[src/rtl/neural_pkg.sv]
// Shared definitions for the neuron PIO bridge: opcodes, FSM states,
// command/response field positions and the Q8.8 fraction width.
package neural_pkg;

    typedef enum logic [2:0] {
        OP_NOP       = 3'd0,
        OP_WR_WEIGHT = 3'd1,
        OP_WR_INPUT  = 3'd2,
        OP_SET_BIAS  = 3'd3,
        OP_RUN       = 3'd4,
        OP_CLR_ERR   = 3'd5,
        OP_RSV6      = 3'd6,
        OP_RSV7      = 3'd7
    } opcode_e;

    typedef enum logic [1:0] {
        S_IDLE,
        S_MAC,
        S_SAT,
        S_ACK
    } state_e;

    // command word fields
    localparam int CMD_TOG_BIT  = 31;
    localparam int CMD_OP_LSB   = 28;
    localparam int CMD_ADDR_LSB = 16;
    localparam int CMD_ADDR_W   = 12;
    localparam int DATA_W       = 16;

    // response word fields
    localparam int RSP_ACK_BIT  = 31;
    localparam int RSP_BUSY_BIT = 30;
    localparam int RSP_ERR_BIT  = 29;

    // Q8.8 fixed point
    localparam int FRAC_W = 8;

endpackage

[src/rtl/neuron_mac.sv]
// Signed multiply-accumulate with Q8.8 rescale and 16-bit saturation.
// Optional macro NEURON_RELU_EN clamps negative saturated results to zero.
module neuron_mac
    import neural_pkg::*;
#(
    parameter int ACC_W = 40
) (
    input  logic                clk,
    input  logic                rst,
    input  logic                start,
    input  logic                en,
    input  logic signed [15:0]  bias,
    input  logic signed [15:0]  w,
    input  logic signed [15:0]  x,
    output logic [15:0]         sat_res
);

    localparam logic signed [ACC_W-1:0] MAX_V = ACC_W'(32767);
    localparam logic signed [ACC_W-1:0] MIN_V = ACC_W'(-32768);

    logic signed [ACC_W-1:0] acc;
    logic signed [ACC_W-1:0] acc_sh;
    logic signed [31:0]      prod;
    logic [15:0]             sat;

    assign prod   = 32'(w) * 32'(x);
    assign acc_sh = acc >>> FRAC_W;

    // accumulator: preload with bias in Q16.16, then add one product per enabled cycle
    always_ff @(posedge clk or posedge rst) begin
        if (rst)
            acc <= '0;
        else if (start)
            acc <= ACC_W'(bias) <<< FRAC_W;
        else if (en)
            acc <= acc + ACC_W'(prod);
    end

    // rescale to Q8.8 and saturate to the signed 16-bit range
    always_comb begin
        if (acc_sh > MAX_V)
            sat = 16'h7FFF;
        else if (acc_sh < MIN_V)
            sat = 16'h8000;
        else
            sat = acc_sh[15:0];
`ifdef NEURON_RELU_EN
        if (sat[15])
            sat = '0;
`else
        sat = sat;
`endif
        sat_res = sat;
    end

endmodule

[src/rtl/neuron_pio_bridge.sv]
// PIO command bridge for a single MAC neuron. Commands arrive as a toggle
// handshake on to_hw_port_export; status/result return on to_sw_port_export.
// Optional macro NEURON_RELU_EN (in neuron_mac) enables ReLU on the result.
module neuron_pio_bridge
    import neural_pkg::*;
#(
    parameter int DEPTH = 64,
    parameter int ACC_W = 40
) (
    input  logic        clk_clk,
    input  logic        reset_reset,
    input  logic [31:0] to_hw_port_export,
    output logic [31:0] to_sw_port_export,
    output logic [7:0]  led_out
);

    localparam int AW = $clog2(DEPTH);

    state_e state, state_nx;

    logic                  cmd_tog;
    opcode_e               cmd_op;
    logic [CMD_ADDR_W-1:0] cmd_addr;
    logic [DATA_W-1:0]     cmd_data;
    logic                  accept, addr_ok, run_ok, busy;

    logic                  last_tog, ack_tog, err;
    logic [15:0]           bias, result, sat_res;
    logic [CMD_ADDR_W-1:0] n_cnt, idx;

    logic [15:0]           w_mem [DEPTH];
    logic [15:0]           x_mem [DEPTH];
    logic [15:0]           w_q, x_q;
    logic [AW-1:0]         mem_addr;
    logic                  we_w, we_x;

    assign cmd_tog  = to_hw_port_export[CMD_TOG_BIT];
    assign cmd_op   = opcode_e'(to_hw_port_export[CMD_OP_LSB +: 3]);
    assign cmd_addr = to_hw_port_export[CMD_ADDR_LSB +: CMD_ADDR_W];
    assign cmd_data = to_hw_port_export[DATA_W-1:0];

    assign accept  = (state == S_IDLE) && (cmd_tog != last_tog);
    assign addr_ok = 32'(cmd_addr) < DEPTH;
    assign run_ok  = 32'(cmd_addr) <= DEPTH;
    assign we_w    = accept && (cmd_op == OP_WR_WEIGHT) && addr_ok;
    assign we_x    = accept && (cmd_op == OP_WR_INPUT) && addr_ok;
    assign busy    = (state != S_IDLE);

    // single memory address: write target on a write, else the next read index
    // (entry 0 while idle so a RUN starts with w[0]/x[0] already registered)
    always_comb begin
        mem_addr = '0;
        if (state == S_MAC)
            mem_addr = AW'(idx + 12'd1);
        else if (we_w || we_x)
            mem_addr = AW'(cmd_addr);
    end

    // weight/input memories: synchronous single-port, no reset
    always_ff @(posedge clk_clk) begin
        if (we_w)
            w_mem[mem_addr] <= cmd_data;
        if (we_x)
            x_mem[mem_addr] <= cmd_data;
        w_q <= w_mem[mem_addr];
        x_q <= x_mem[mem_addr];
    end

    // FSM state register
    always_ff @(posedge clk_clk or posedge reset_reset) begin
        if (reset_reset)
            state <= S_IDLE;
        else
            state <= state_nx;
    end

    // FSM next state; a RUN with N=0 has no products and goes straight to SAT
    always_comb begin
        state_nx = state;
        case (state)
            S_IDLE: begin
                if (accept) begin
                    if (cmd_op == OP_RUN && run_ok)
                        state_nx = (cmd_addr == '0) ? S_SAT : S_MAC;
                    else
                        state_nx = S_ACK;
                end
            end
            S_MAC:   if (idx == n_cnt - 12'd1) state_nx = S_SAT;
            S_SAT:   state_nx = S_ACK;
            S_ACK:   state_nx = S_IDLE;
            default: state_nx = S_IDLE;
        endcase
    end

    // command side effects, product counter, result capture and ack toggle
    always_ff @(posedge clk_clk or posedge reset_reset) begin
        if (reset_reset) begin
            last_tog <= 1'b0;
            ack_tog  <= 1'b0;
            err      <= 1'b0;
            bias     <= '0;
            result   <= '0;
            n_cnt    <= '0;
            idx      <= '0;
        end else begin
            if (accept) begin
                last_tog <= cmd_tog;
                n_cnt    <= cmd_addr;
                idx      <= '0;
                case (cmd_op)
                    OP_WR_WEIGHT,
                    OP_WR_INPUT: if (!addr_ok) err <= 1'b1;
                    OP_SET_BIAS: bias <= cmd_data;
                    OP_RUN:      if (!run_ok) err <= 1'b1;
                    OP_CLR_ERR:  err <= 1'b0;
                    OP_RSV6,
                    OP_RSV7:     err <= 1'b1;
                    default:     ;
                endcase
            end
            if (state == S_MAC)
                idx <= idx + 12'd1;
            if (state == S_SAT)
                result <= sat_res;
            if (state == S_ACK)
                ack_tog <= last_tog;
        end
    end

    neuron_mac #(.ACC_W(ACC_W)) u_mac (
        .clk     (clk_clk),
        .rst     (reset_reset),
        .start   (accept && cmd_op == OP_RUN),
        .en      (state == S_MAC),
        .bias    (bias),
        .w       (w_q),
        .x       (x_q),
        .sat_res (sat_res)
    );

    assign to_sw_port_export = {ack_tog, busy, err, 13'b0, result};
    assign led_out           = busy ? 8'hFF : result[15:8];

endmodule

[config.mk]
export PLATFORM = sky130hd
export DESIGN_NAME = neuron_pio_bridge
export DESIGN_NICKNAME = d
export VERILOG_FILES = /design/src/rtl/neural_pkg.sv /design/src/rtl/neuron_mac.sv /design/src/rtl/neuron_pio_bridge.sv
export SDC_FILE = /design/constraint.sdc
export NUM_CORES = 2
export LEC_CHECK = 0
export CORE_MARGIN = 2
export CORE_UTILIZATION = 40
export CTS_BUF_LIST = sky130_fd_sc_hd__clkbuf_16
export CTS_CLUSTER_DIAMETER = 60
export DETAILED_ROUTE_END_ITERATION = 8
export PLACE_DENSITY_LB_ADDON = 0.15
export SLEW_MARGIN = 10
export SYNTH_ARGS = -nofsm -noshare
export SYNTH_HDL_FRONTEND = slang
export SYNTH_SLANG_ARGS = --single-unit
[constraint.sdc]
create_clock -name clk_clk -period 7.8 [get_ports clk_clk]
set_input_delay 1.17 -clock clk_clk [delete_from_list [all_inputs] [get_ports clk_clk]]
set_output_delay 1.17 -clock clk_clk [all_outputs]
set_load 0.05 [all_outputs]
# == Word level (Yosys, flattened, before mapping) ==
# Memory sizes are Yosys's and may differ from the RTL's. A register that Yosys moved wholly into a read port is not among the register bits.
# Index checks and enable logic that the tools add are counted.
# word_totals
ff_bits,101
ram_bits,2048
in_bits,34
output_inout_bits,40
memories,2
# mem_list
name,depth,width,rd,rd_clocked_by_memory_dff,wr,line,rtl
w_mem,64,16,1,1,1,neuron_pio_bridge.sv:31,logic [15:0] w_mem [DEPTH];
x_mem,64,16,1,1,1,neuron_pio_bridge.sv:32,logic [15:0] x_mem [DEPTH];
# op_classes
add_sub_neg,3
mul,1
magnitude_cmp,4
eq_ne,16
mux,21
n_reduce_logical,19
# ops
op,n
2-to-1 mux 40 bit,2
adder 40 x 32 -> 40 bit,1
"greater-than comparator 32 x 16 -> 1 bit, second input constant",1
"less-than comparator 32 x 16 -> 1 bit, second input constant",1
multiplier 16 x 16 -> 32 bit,1
2-to-1 mux 16 bit,2
2-to-1 mux 12 bit,2
"adder 12 x 1 -> 12 bit, second input constant",1
== test 12 bit,1
"== test 3 bit, second input constant",4
"<= comparator 12 x 7 -> 1 bit, second input constant",1
logical NOT 12 bit,1
"less-than comparator 12 x 7 -> 1 bit, second input constant",1
2-to-1 mux 6 bit,2
"subtractor 12 x 1 -> 12 bit, second input constant",1
2-to-1 mux 2 bit,4
2-to-1 mux 8 bit,1
"inequality test 2 bit, second input constant",4
one-hot mux 2 bit (4 select lines),1
logical AND 1 bit,7
"== test 3 x 2 -> 1 bit, second input constant",2
2-to-1 mux 1 bit,6
nonzero test 2 bit,3
"== test 2 bit, second input constant",2
other kinds (10),12

# == Depth between registers and ports, before layout ==
# logic_depth
ltp_word,7
depth_mapped,24
ltp_nobuf,24

# == By module ==
# Synthesis repeated with hierarchy kept, for this count alone.
# hier_totals
hier_cells,6779
area_unflattened_um2,97292.1
# modules_own_cells
mod,n_inst,cells_each,area_each_um2
neuron_pio_bridge,1,5217,82989.6
neuron_mac,1,1562,14302.5

# == Worst setup path after synthesis ==
# Ideal clock, no wire load.
# synth_timing
path_type,flip-flop to flip-flop
from,register x_q[1] (read register of x_mem)
to,register u_mac.acc[39]
setup_time_ns,0.082
arrival_ns,6.336
t_required_ns,7.718
path_slack_ns,1.382
stages_incl_launch_ff,24
path_buffers,1
synth_period_minus_slack_ns,6.418
path_cell_list,dfxtp_1 clkbuf_1 nand2_1 inv_1 fa_1 fa_1 inv_1 fa_1 fa_1 inv_1 fa_1 inv_1 fa_1 inv_1 ha_1 a21oi_1 o21a_1 o21ai_0 a21o_1 a21o_1 nor3_1 xnor2_1 a21bo_2 a31oi_1
# synth_between
elab_chain_cells,4
# synth_lines
item,line,rtl
"start, declared",neuron_pio_bridge.sv:33,"logic [15:0] w_q, x_q;"
multiplier 16 x 16 -> 32 bit,neuron_mac.sv:26,assign prod = 32'(w) * 32'(x);
adder 40 x 32 -> 40 bit,neuron_mac.sv:36,acc <= acc + ACC_W'(prod);
2-to-1 mux 40 bit,neuron_mac.sv:35,else if (en)
2-to-1 mux 40 bit,neuron_mac.sv:33,else if (start)
"end signal, assigned",neuron_mac.sv:34,acc <= ACC_W'(bias) <<< FRAC_W;
"end signal, assigned",neuron_mac.sv:36,
"end, declared",neuron_mac.sv:21,logic signed [ACC_W-1:0] acc;
# Every way passes these cells. The select of a mux whose other input is x is not followed.
# A chain may end at the register's enable or synchronous reset.

# == Worst setup path after layout ==
# layout_timing
from,register w_q[9] (read register of w_mem)
to,register u_mac.acc[36]
# layout_between
elab_chain_cells,4
# layout_lines
item,line
"start, declared",neuron_pio_bridge.sv:33
multiplier 16 x 16 -> 32 bit,neuron_mac.sv:26
adder 40 x 32 -> 40 bit,neuron_mac.sv:36
2-to-1 mux 40 bit,neuron_mac.sv:35
2-to-1 mux 40 bit,neuron_mac.sv:33
# Every way passes these cells. The select of a mux whose other input is x is not followed.

==> out/qor.yml <==
clock_tree:
  cts_resized: 0
  cts-hold-fix-buffers: 0
  numCtsBuffers: 225
  ctsHtreeMaxLevel: 4
  cts_setup_buffers: 0
  cts.clk_slew.worst_paths_ns: 0.06
  clk_latency_ns: 0.91
  cts_num_sinks: 2181
  clockBufferDepth: 3
  cts_root_buf: "clkbuf_16"
  cts_tree: "yes"
global_routing:
  grt_max_degree: 82
  grt_overflow: 0
  grt_pass1_vias: 60500
  antenna_found_initial: 24
  grt_pass1_wl_um: 464000
  gr-usage-all-layers_pct: 26.6
timing:
  postLayoutSetupSlackWorst_ns: 0.634
  finalCritPeriodShare_pct: 91.9
  min_period_ns: 7.17
  slew_headroom_pct: 17.5
  finalSetupViolations: 0
  worst_clock_skew_ns: 0.0534
  max_freq_mhz: 140
  slew_violations: 0
  rsz0062_at_grt: "no"
  hold_slack_ns: 0.482
  worst_slew_pin_slew_ns: 1.22
  hold_viol_final: 0
  setup_tns_ns: 0
routing:
  drt-wirelength-per-cell_um: 31.3
  dr.pass1.iters: 6
  totalWireLength_um: 328000
  drc: 0
  via_per_inst: 5.90
  ant_nets: 0
  drtIter0Drc: 8274
  vias: 61900
synth:
  synth_top_flop_cell: "edfxtp_1"
  yosysWarnings: 0
  synth.area.top_cells: "edfxtp_1, fa_1, nand2_1"
  yosysTopAreaCell: "edfxtp_1"
  synth_most_common_cell: "edfxtp_1"
  synth-seq-cells: 2181
  yosysSeqAreaShare_pct: 67.5
  synth_common_cells: "edfxtp_1, nand2_1, a21oi_1"
  postSynthAreaPerCell_um2: 13.9
  synth_top_area_share_pct: 64.2
  syn_inst: 6882
  synth_edf_count: 2048
  synth.distinct_cells: 82
  synthArstFlopShare_pct: 4.63
  netlist_area_mm2: 0.0958
worst_setup_path:
  cpPeakStageDelay_ns: 0.73
  crit_path_start_kind: "flop"
  endpoint_kind: "flop"
  regToRegSetupSlack_ns: 0.63
  cp_max_fo: 16
  worst-endpoint-required_ns: 8.56
  cp_common_cell: "fa_1"
  r2r-end: "u_mac.acc[36]"
  worstPathCellList: "nand2_1 > fa_1 > fa_1 > fa_1 > fa_1 > inv_1 > fa_1 > inv_1 > fa_1 > inv_1 > ha_1 > and3_1 > nand3_1 > o21ai_0 > o211ai_1 > a211oi_1 > o211ai_1 > a21oi_1 > mux2i_1 > nand3_1"
  slowest_stage: "dfxtp_1"
  critical_path_class: "reg2reg"
  critPathBufInv: 3
  cp.arrival_ns: 7.93
  cp_top_family: "adder cells"
  r2r_start: "w_q[9]"
  ff2ff_path_depth: 20
place:
  place_congestion: 0.876
  hpwl_um: 200000
  portBuffers: 60
  place_ws_ns: 0.629
min_path:
  hp-start: "bias[0]"
  whs_path_depth: 2
  hp-class: "reg2reg"
  holdPathEnd: "u_mac.acc[8]"
layout:
  fin_nets: 7590
  drive_gt1_share_pct: 11.0
  fillerInstances: 21100
  synthToLayoutAreaGrowth_pct: 13.8
  post-route-util_pct: 45.8
run:
  maxCapViolCount: 0
floorplanning:
  die_y_um: 493
  core_area_mm2: 0.238
  initial_core_util_pct: 40.3
  die-area_mm2: 0.243
  die_w_um: 493
  pin_count: 74
  rows: 179
outcome:
  outcome: "completed"
cell usage in the layout, fill, tap and decap left out, drive strengths merged, types with 91 or more instances in the layout:
| cell type | netlist | layout |
|---|---|---|
| nand3 | 118 | 118 |
| fa | 330 | 330 |
| inv | 435 | 520 |
| edfxtp | 2048 | 2048 |
| mux2i | 109 | 109 |
| nand2 | 982 | 982 |
| clkbuf | 201 | 227 |
| buf | 225 | 365 |
| a21oi | 537 | 537 |
| clkinv | 0 | 91 |
| a22oi | 110 | 110 |
| o21ai | 170 | 170 |
| and2 | 119 | 119 |
| ha | 122 | 122 |
| a221oi | 186 | 186 |
| nor2 | 260 | 260 |
| dfrtp | 101 | 101 |
worst max path at each step:
| stage | start | end | slack, ns | cells past startpoint |
|---|---|---|---|---|
| final | w_q[9] | u_mac.acc[36] | 0.63 | 20 |
| after global routing | w_q[9] | u_mac.acc[36] | 0.17 | 20 |
| after CTS | w_q[9] | u_mac.acc[36] | 0.60 | 20 |
| after detailed placement | w_q[9] | u_mac.acc[36] | 0.63 | 20 |
| after global placement | w_q[9] | u_mac.acc[36] | 0.62 | 20 |
| after floorplan | x_q[1] | u_mac.acc[39] | 1.38 | 23 |
tightest hold or removal path, stage by stage (launching register included):
cell,delay [ns]
dfrtp_1,0.34
nand2_1,0.05
o21ai_0,0.06
cell families after synthesis:
family	after synthesis	synth area share, %
other cells	1	0.00391
simple gates	1617	7.18
fa+ha+maj	452	8.49
buf+inv	861	3.68
flops	2181	67.5
xor+xnor	56	0.512
compound gates	1575	11.2
mux	139	1.50
metal layers:
| metal | global-route usage, % | up-vias | wire (um) |
|---|---|---|---|
| li1 | - | 26000 | - |
| met1 | 37.4 | 32100 | 136000 |
| met2 | 41.6 | 3191 | 150000 |
| met3 | 5.48 | 524 | 31300 |
| met4 | 8.42 | 14 | 10800 |
| met5 | 0 | - | 98 |
per-stage QoR:
step | instances | instance area (um^2)
detailed placement | 10000 | 102000
global route | 10500 | 109000
global placement | 10000 | 102000
floorplan | 6894 | 95900
CTS | 10500 | 109000
finish | 10500 | 109000
area by class of cell:
class                           instances  area (um^2)  share of cell area (%)
Antenna cell                           12         30.0                  0.0275
Tap cell                             3167         3960                    3.63
Timing Repair Buffer                  409         3630                    3.33
Clock buffer                          227         5680                    5.21
Sequential cell                      2181        64700                    59.3
Clock inverter                        196         1410                    1.29
Multi-Input combinational cell       3852        28100                    25.7
Inverter                              435         1640                    1.50
state kept, by name, summed over array words and instances, names as in the netlist, 2 cells and up:
signal and cells:
u_mac.acc 40, state 2, w_mem 1024, n_cnt 12, w_q 16, idx 12
x_mem 1024, x_q 16, result 16, bias 16
Power is not shown: default switching activity piles up to over one toggle a cycle in this logic, so the estimate is an artifact.
